[config.mk]
export PLATFORM = sky130hd
export DESIGN_NAME = alu_issue_stage_flat
export DESIGN_NICKNAME = d
export VERILOG_FILES = /design/src/rtl/alu_issue_if.sv /design/src/rtl/alu_issue_stage.sv /design/src/flat_wrapper.sv
export SDC_FILE = /design/constraint.sdc
export NUM_CORES = 1
export LEC_CHECK = 0
export BUFFER_PORTS_ARGS = -buffer_cell sky130_fd_sc_hd__buf_2
export CAP_MARGIN = 20
export CORE_MARGIN = 5
export CORE_UTILIZATION = 45
export CTS_BUF_LIST = sky130_fd_sc_hd__clkbuf_8
export CTS_CLUSTER_DIAMETER = 120
export DETAILED_ROUTE_END_ITERATION = 10
export PLACE_DENSITY_LB_ADDON = 0.25
export SKIP_CTS_REPAIR_TIMING = 1
export SLEW_MARGIN = 20
export SYNTH_ARGS = -nofsm -noshare
export SYNTH_HDL_FRONTEND = slang
export SYNTH_SLANG_ARGS = --single-unit
[constraint.sdc]
create_clock -name clk -period 5 [get_ports clk]
set_input_delay 0 -clock clk [delete_from_list [all_inputs] [get_ports clk]]
set_output_delay 0 -clock clk [all_outputs]
set_load 0.01 [all_outputs]
[src/rtl/alu_issue_if.sv]
// Handshake bundle between fetch, the issue stage, the ALU and writeback.
// master = the side driving instructions/writebacks and consuming the slot;
// slave = the issue stage itself.
interface alu_issue_if #(parameter int DATA_W = 16);
  logic              in_valid;
  logic [15:0]       in_instr;
  logic              in_ready;
  logic              out_valid;
  logic              out_ready;
  logic [DATA_W-1:0] out_A;
  logic [DATA_W-1:0] out_B;
  logic [1:0]        out_ALUop;
  logic [2:0]        out_rd;
  logic              wb_en;
  logic [2:0]        wb_rd;
  logic [DATA_W-1:0] wb_data;
  logic              illegal_op;

  modport master (
    output in_valid, in_instr, out_ready, wb_en, wb_rd, wb_data,
    input  in_ready, out_valid, out_A, out_B, out_ALUop, out_rd, illegal_op
  );

  modport slave (
    input  in_valid, in_instr, out_ready, wb_en, wb_rd, wb_data,
    output in_ready, out_valid, out_A, out_B, out_ALUop, out_rd, illegal_op
  );
endinterface

[src/rtl/alu_issue_stage.sv]
// Decode/issue stage for the 16-bit ALU: decodes the opcode, reads operands
// from an 8x16 register file (with writeback bypass), tracks in-flight
// destinations in a scoreboard and holds one ID/EX slot.
module alu_issue_stage #(
  parameter int DATA_W = 16,
  parameter int NREGS  = 8
) (
  input logic       clk,
  input logic       reset,
  alu_issue_if.slave bus
);

  logic [NREGS-1:0][DATA_W-1:0] rf;
  logic [NREGS-1:0]             pending;

  logic              slot_vld;
  logic [DATA_W-1:0] slot_a, slot_b;
  logic [1:0]        slot_op;
  logic [2:0]        slot_rd;
  logic              ill_q;

  logic [3:0] op;
  logic [2:0] rd, rs1, rs2;
  logic       legal, rform;
  logic [1:0] aluop;
  logic [DATA_W-1:0] opa, opb, imm_sx;
  logic [NREGS-1:0]  clr_v, set_v;
  logic       hazard, slot_free, accept;

  assign op     = bus.in_instr[15:12];
  assign rd     = bus.in_instr[11:9];
  assign rs1    = bus.in_instr[8:6];
  assign rs2    = bus.in_instr[5:3];
  assign imm_sx = {{(DATA_W-6){bus.in_instr[5]}}, bus.in_instr[5:0]};

  // Opcode decode: bit 2 selects the immediate form, bits 1:0 are the ALU op.
  always_comb begin
    legal = 1'b0;
    case (op)
      4'b0000, 4'b0001, 4'b0010,
      4'b0100, 4'b0101, 4'b0110: legal = 1'b1;
      default:                   legal = 1'b0;
    endcase
    rform = ~op[2];
    aluop = op[1:0];
  end

  // Operand read; a same-cycle writeback to a nonzero source is forwarded.
  always_comb begin
    opa = rf[rs1];
    if (bus.wb_en && bus.wb_rd == rs1 && rs1 != 3'd0) opa = bus.wb_data;
    opb = imm_sx;
    if (rform) begin
      opb = rf[rs2];
      if (bus.wb_en && bus.wb_rd == rs2 && rs2 != 3'd0) opb = bus.wb_data;
    end
  end

  // Scoreboard clear/set vectors for this cycle.
  always_comb begin
    clr_v = '0;
    set_v = '0;
    if (bus.wb_en) clr_v[bus.wb_rd] = 1'b1;
    if (accept && legal && rd != 3'd0) set_v[rd] = 1'b1;
  end

  // A register being cleared this cycle no longer blocks; illegal ops never stall.
  assign hazard = legal &&
                  ((pending[rs1] && !clr_v[rs1]) ||
                   (rform && pending[rs2] && !clr_v[rs2]) ||
                   (pending[rd] && !clr_v[rd]));

  assign slot_free    = !slot_vld || bus.out_ready;
  assign bus.in_ready = !reset && !hazard && slot_free;
  assign accept       = bus.in_valid && bus.in_ready;

  // ID/EX slot: load on a legal accept, otherwise drain when consumed.
  always_ff @(posedge clk or posedge reset) begin
    if (reset) begin
      slot_vld <= 1'b0;
      slot_a   <= '0;
      slot_b   <= '0;
      slot_op  <= 2'b00;
      slot_rd  <= 3'd0;
      ill_q    <= 1'b0;
    end else begin
      ill_q <= accept && !legal;
      if (accept && legal) begin
        slot_vld <= 1'b1;
        slot_a   <= opa;
        slot_b   <= opb;
        slot_op  <= aluop;
        slot_rd  <= rd;
      end else if (bus.out_ready) begin
        slot_vld <= 1'b0;
      end
    end
  end

  // Scoreboard update: set wins over a same-cycle clear; R0 never pending.
  always_ff @(posedge clk or posedge reset) begin
    if (reset) pending <= '0;
    else       pending <= ((pending & ~clr_v) | set_v) & ~{{(NREGS-1){1'b0}}, 1'b1};
  end

  // Register file write port; R0 is hardwired to zero by never writing it.
  always_ff @(posedge clk or posedge reset) begin
    if (reset) rf <= '0;
    else if (bus.wb_en && bus.wb_rd != 3'd0) rf[bus.wb_rd] <= bus.wb_data;
  end

  assign bus.out_valid  = slot_vld;
  assign bus.out_A      = slot_a;
  assign bus.out_B      = slot_b;
  assign bus.out_ALUop  = slot_op;
  assign bus.out_rd     = slot_rd;
  assign bus.illegal_op = ill_q;

endmodule

[src/flat_wrapper.sv]
// flat-port wrapper written by rule: the top's interface ports become plain ports
module alu_issue_stage_flat 
#(
  parameter int DATA_W = 16,
  parameter int NREGS  = 8
)
  (clk, reset, bus_in_valid, bus_in_instr, bus_out_ready, bus_wb_en, bus_wb_rd, bus_wb_data, bus_in_ready, bus_out_valid, bus_out_A, bus_out_B, bus_out_ALUop, bus_out_rd, bus_illegal_op);
  alu_issue_if #(.DATA_W(DATA_W)) bus_i ();
  input logic clk;
  input logic reset;
  input wire logic [$bits(bus_i.in_valid)-1:0] bus_in_valid;
  input wire logic [$bits(bus_i.in_instr)-1:0] bus_in_instr;
  input wire logic [$bits(bus_i.out_ready)-1:0] bus_out_ready;
  input wire logic [$bits(bus_i.wb_en)-1:0] bus_wb_en;
  input wire logic [$bits(bus_i.wb_rd)-1:0] bus_wb_rd;
  input wire logic [$bits(bus_i.wb_data)-1:0] bus_wb_data;
  output wire logic [$bits(bus_i.in_ready)-1:0] bus_in_ready;
  output wire logic [$bits(bus_i.out_valid)-1:0] bus_out_valid;
  output wire logic [$bits(bus_i.out_A)-1:0] bus_out_A;
  output wire logic [$bits(bus_i.out_B)-1:0] bus_out_B;
  output wire logic [$bits(bus_i.out_ALUop)-1:0] bus_out_ALUop;
  output wire logic [$bits(bus_i.out_rd)-1:0] bus_out_rd;
  output wire logic [$bits(bus_i.illegal_op)-1:0] bus_illegal_op;
  assign bus_i.in_valid = bus_in_valid;
  assign bus_i.in_instr = bus_in_instr;
  assign bus_i.out_ready = bus_out_ready;
  assign bus_i.wb_en = bus_wb_en;
  assign bus_i.wb_rd = bus_wb_rd;
  assign bus_i.wb_data = bus_wb_data;
  assign bus_in_ready = bus_i.in_ready;
  assign bus_out_valid = bus_i.out_valid;
  assign bus_out_A = bus_i.out_A;
  assign bus_out_B = bus_i.out_B;
  assign bus_out_ALUop = bus_i.out_ALUop;
  assign bus_out_rd = bus_i.out_rd;
  assign bus_illegal_op = bus_i.illegal_op;
  alu_issue_stage #(.DATA_W(DATA_W), .NREGS(NREGS)) u_core (.clk(clk), .reset(reset), .bus(bus_i));
endmodule
==> results.yml <==
status:
  status: "finished clean"
timing:
  maximum_clock_frequency_mhz: 367.0
  clock_skew_ps: 14.46
  finalWorstPathRequiredPeriod_ps: 2725
  tightestPinTransition_ps: 1085
  total_of_endpoints_with_negative_setup_slack_in_the_final_report: 0
  fin_tns_setup_ps: 0
  slew_viol_final: 0
  final_min_period_over_clock_period: 0.5449
  finalHoldViolCount: 0
  rsz0062_at_grt: "false"
  slew-limit-headroom: 0.2747
grt:
  maximum_number_of_pins_on_one_net_before_global_route_repair: 75
  grt_pass1_wl_um: 35740
  grt_overflow: 0
  first_global_vias: 6409
  grt_util_all_layers: 0.1945
  grt_antenna_before_repair: 0
yosys:
  yosys.cell_count.top_type: "sky130_fd_sc_hd__dfrtp_1"
  synth_edf_count: 0
  async_flop_share: 1.000
  synth_top_area_share: 0.4772
  synth-main-ff-cell: "sky130_fd_sc_hd__dfrtp_1"
  postSynthNetCount: 715
  synth-seq-cells: 174
  yosys.cell_types.count: 42
  synthesis.area_um2: 9125
  avgSynthCellArea_um2: 13.52
  synth.top_cells.by_area: "sky130_fd_sc_hd__dfrtp_1 (48%), sky130_fd_sc_hd__mux4_2 (16%), sky130_fd_sc_hd__mux2_2 (16%)"
  ys_warn_count: 0
  ys_top_cells_by_count: "sky130_fd_sc_hd__dfrtp_1 (174), sky130_fd_sc_hd__mux2_2 (128), sky130_fd_sc_hd__mux4_2 (65), sky130_fd_sc_hd__clkbuf_1 (48), sky130_fd_sc_hd__o21ai_0 (41)"
  postSynthCellCount: 675
  netlist.top_cell.by_area: "sky130_fd_sc_hd__dfrtp_1"
  seq_area_frac_synth: 0.4772
cells_and_area:
  antenna-diode-count: 0
  area.growth.synth_to_final_pct: 13.84
  layout.core_utilization: 0.5167
  layout-drive-gt1-share: 0.4226
  finalNetCount: 790
  fillerInstances: 1721
  multi_input_area_um2: 4433
  ff_latch_area_um2: 4354
worst_setup_path:
  arrival_time_reported_for_the_critical_path_endpoint_ps: 3060
  cp-start-kind: "input pin"
  setup.worst_path.end_class: "flip-flop"
  critPathRequiredTime_ps: 5340
  worstPathMaxFanout: 26
  worstSetupStartpoint: "bus_wb_en"
  timing_worst_setup_path_type: "input pin to flip-flop"
  r2r_start: "u_core.pending[6]"
route:
  drt_wl_total_um: 22360
  via_count: 6042
  first_iter_violations: 332
  routed.top_layer: "met4"
  drt.antenna.violating_nets: 0
  drt_pass1_iterations: 5
  wl_met3_um: 1034
  wl_met2_um: 11540
  vias_per_cell: 5.855
  routedLengthMet1_um: 9296
  wl_per_cell_um: 21.66
  drt_drc_violations_left: 0
floorplan:
  die_w_um: 152.4
  floorplan.rows: 52
  number_of_placed_i_o_pins: 80
  floorplan.die.height_um: 152.4
  dieArea_um2: 23230
  start_util: 0.4539
  coreArea_um2: 20100
clocking:
  worst_setup_hold_path_clk_slew_ps: 90
  worst_skew_pair.late_latency_ps: 460
  ctsRootBufferMaster: "sky130_fd_sc_hd__clkbuf_8"
  clock_sinks: 174
  cts_buffers: 17
  htree_num_levels: 4
  clock_tree_from_tritoncts: "built"
  clockBufferDepth: 2
worst_hold_path:
  timing.hold.worst.start: "bus_wb_rd[1]"
  timing.hold.worst.class: "input pin to flip-flop"
pwr:
  power.density_nw_per_um2: 378.8
  power.leakage_nw: 4.443
  power.clock.fraction: 0.244
  power.ir.vdd_worst_mv: 0.1566
  combinationalPowerShare: 0.259
  switching_power_as_a_share_of_total_power: 0.2932
  seqPwrFrac: 0.497
  net-switching-power_mw: 1.154
  cell_internal_pwr_mw: 2.781
placed_design:
  hpwlAfterDp_um: 13630
  port_buffers: 79
  gp_routability_congestion: 0.8405
run:
  maxCapViolCount: 0
placed cells by master (no fill, tap or decap), types with 2 or more instances in the layout:
cell type / netlist / layout
sky130_fd_sc_hd__nand4_1: 3 / 3
sky130_fd_sc_hd__mux2i_1: 38 / 38
sky130_fd_sc_hd__o32a_1: 11 / 11
sky130_fd_sc_hd__dfrtp_1: 174 / 174
sky130_fd_sc_hd__mux2_1: 10 / 10
sky130_fd_sc_hd__buf_4: 0 / 15
sky130_fd_sc_hd__clkinv_2: 0 / 4
sky130_fd_sc_hd__nand2_1: 28 / 28
sky130_fd_sc_hd__dlygate4sd3_1: 0 / 30
sky130_fd_sc_hd__a31oi_1: 2 / 2
sky130_fd_sc_hd__and3_1: 3 / 3
sky130_fd_sc_hd__or3_1: 2 / 2
sky130_fd_sc_hd__inv_1: 18 / 19
sky130_fd_sc_hd__inv_6: 0 / 2
sky130_fd_sc_hd__clkinvlp_4: 0 / 2
sky130_fd_sc_hd__mux2_2: 128 / 128
sky130_fd_sc_hd__bufinv_16: 0 / 2
sky130_fd_sc_hd__mux4_2: 65 / 65
sky130_fd_sc_hd__a32o_1: 2 / 2
sky130_fd_sc_hd__buf_2: 7 / 79
sky130_fd_sc_hd__xnor2_1: 7 / 7
sky130_fd_sc_hd__a21oi_1: 16 / 15
sky130_fd_sc_hd__and2_1: 2 / 2
sky130_fd_sc_hd__nor2b_1: 4 / 4
sky130_fd_sc_hd__clkbuf_8: 0 / 19
sky130_fd_sc_hd__a22o_1: 5 / 5
sky130_fd_sc_hd__nor2_1: 20 / 20
sky130_fd_sc_hd__o21ai_0: 41 / 41
sky130_fd_sc_hd__o22ai_1: 3 / 3
sky130_fd_sc_hd__nand3_1: 6 / 6
sky130_fd_sc_hd__nand2b_1: 3 / 3
metal layers:
layer  up-vias  global-route usage
li1       2668                   -
met5         -                   0
met3        32             0.03635
met4         0             0.06250
met2       174              0.3307
met1      3168              0.2540
kinds of logic after synthesis:
| kind of cell | after synthesis | share of synthesized area |
|---|---|---|
| AO/OA/AOI/OAI | 85 | 0.05855 |
| XOR/XNOR | 7 | 0.006719 |
| buffers and inverters | 86 | 0.04045 |
| flip-flops | 174 | 0.4772 |
| multiplexers | 241 | 0.3724 |
| AND/OR/NAND/NOR | 82 | 0.04470 |
power groups by stage:
stage               clock [mW]  combinational [mW]  sequential (mW)
floorplan                    0               0.670             1.97
global placement             0               0.987             1.95
detailed placement           0                1.01             1.98
CTS                      0.988                1.02             1.95
global route              1.05                1.11             2.00
finish                   0.961                1.02             1.95
worst max-delay path: stages:
cell                            delay, ps
sky130_fd_sc_hd__dlygate4sd3_1        520
sky130_fd_sc_hd__buf_2                220
sky130_fd_sc_hd__nor4bb_4             310
sky130_fd_sc_hd__buf_4                390
sky130_fd_sc_hd__nor2_1                90
sky130_fd_sc_hd__a311o_1              290
sky130_fd_sc_hd__or2_1                260
sky130_fd_sc_hd__nor3_4               180
sky130_fd_sc_hd__buf_4                380
sky130_fd_sc_hd__mux2_2               380
registers in the layout (all words and copies together), names as in the netlist:
signal	cells
u_core.bus.out_valid	1
u_core.bus.out_ALUop	2
u_core.bus.out_B	16
u_core.rf	128
u_core.pending	7
u_core.bus.out_rd	3
u_core.bus.illegal_op	1
u_core.bus.out_A	16
path summary, 6_finish.rpt:
path | to | slack [ps] | cells after the start
worst max-delay path | u_core.bus.out_A[7] | 2280 | 10
worst min-delay path | u_core.pending[6] | 40 | 3
worst max register to register | u_core.bus.out_A[7] | 2400 | 6
worst min register to register | u_core.rf[12] | 400 | 0
max in group asynchronous | u_core.rf[101] | 3570 | 4
min in group asynchronous | u_core.bus.illegal_op | 110 | 3
stage by stage:
| step | setup WS [ps] | hold WS [ps] | cell area (um2) | power, mW | instances |
|---|---|---|---|---|---|
| after floorplan | 283.2 | 107.9 | 9125 | 2.637 | 675 |
| after global placement | 2151 | 52.14 | 9706 | 2.937 | 971 |
| after detailed placement | 2115 | 63.82 | 9706 | 2.994 | 971 |
| after CTS | 2414 | -445.0 | 10090 | 3.957 | 1002 |
| after global routing | 2161 | 28.93 | 10390 | 4.160 | 1032 |
| final | 2275 | 44.99 | 10390 | 3.935 | 1032 |
area by class of cell:
type / count / area share
tap: 270 / 0.03252
clock buffer: 19 / 0.02517
inverter: 18 / 0.006986
timing repair buffer: 124 / 0.07781
multi-input combinational: 415 / 0.4268
sequential: 174 / 0.4192
clock inverter: 12 / 0.01156
(Power assumes the default switching activity.)
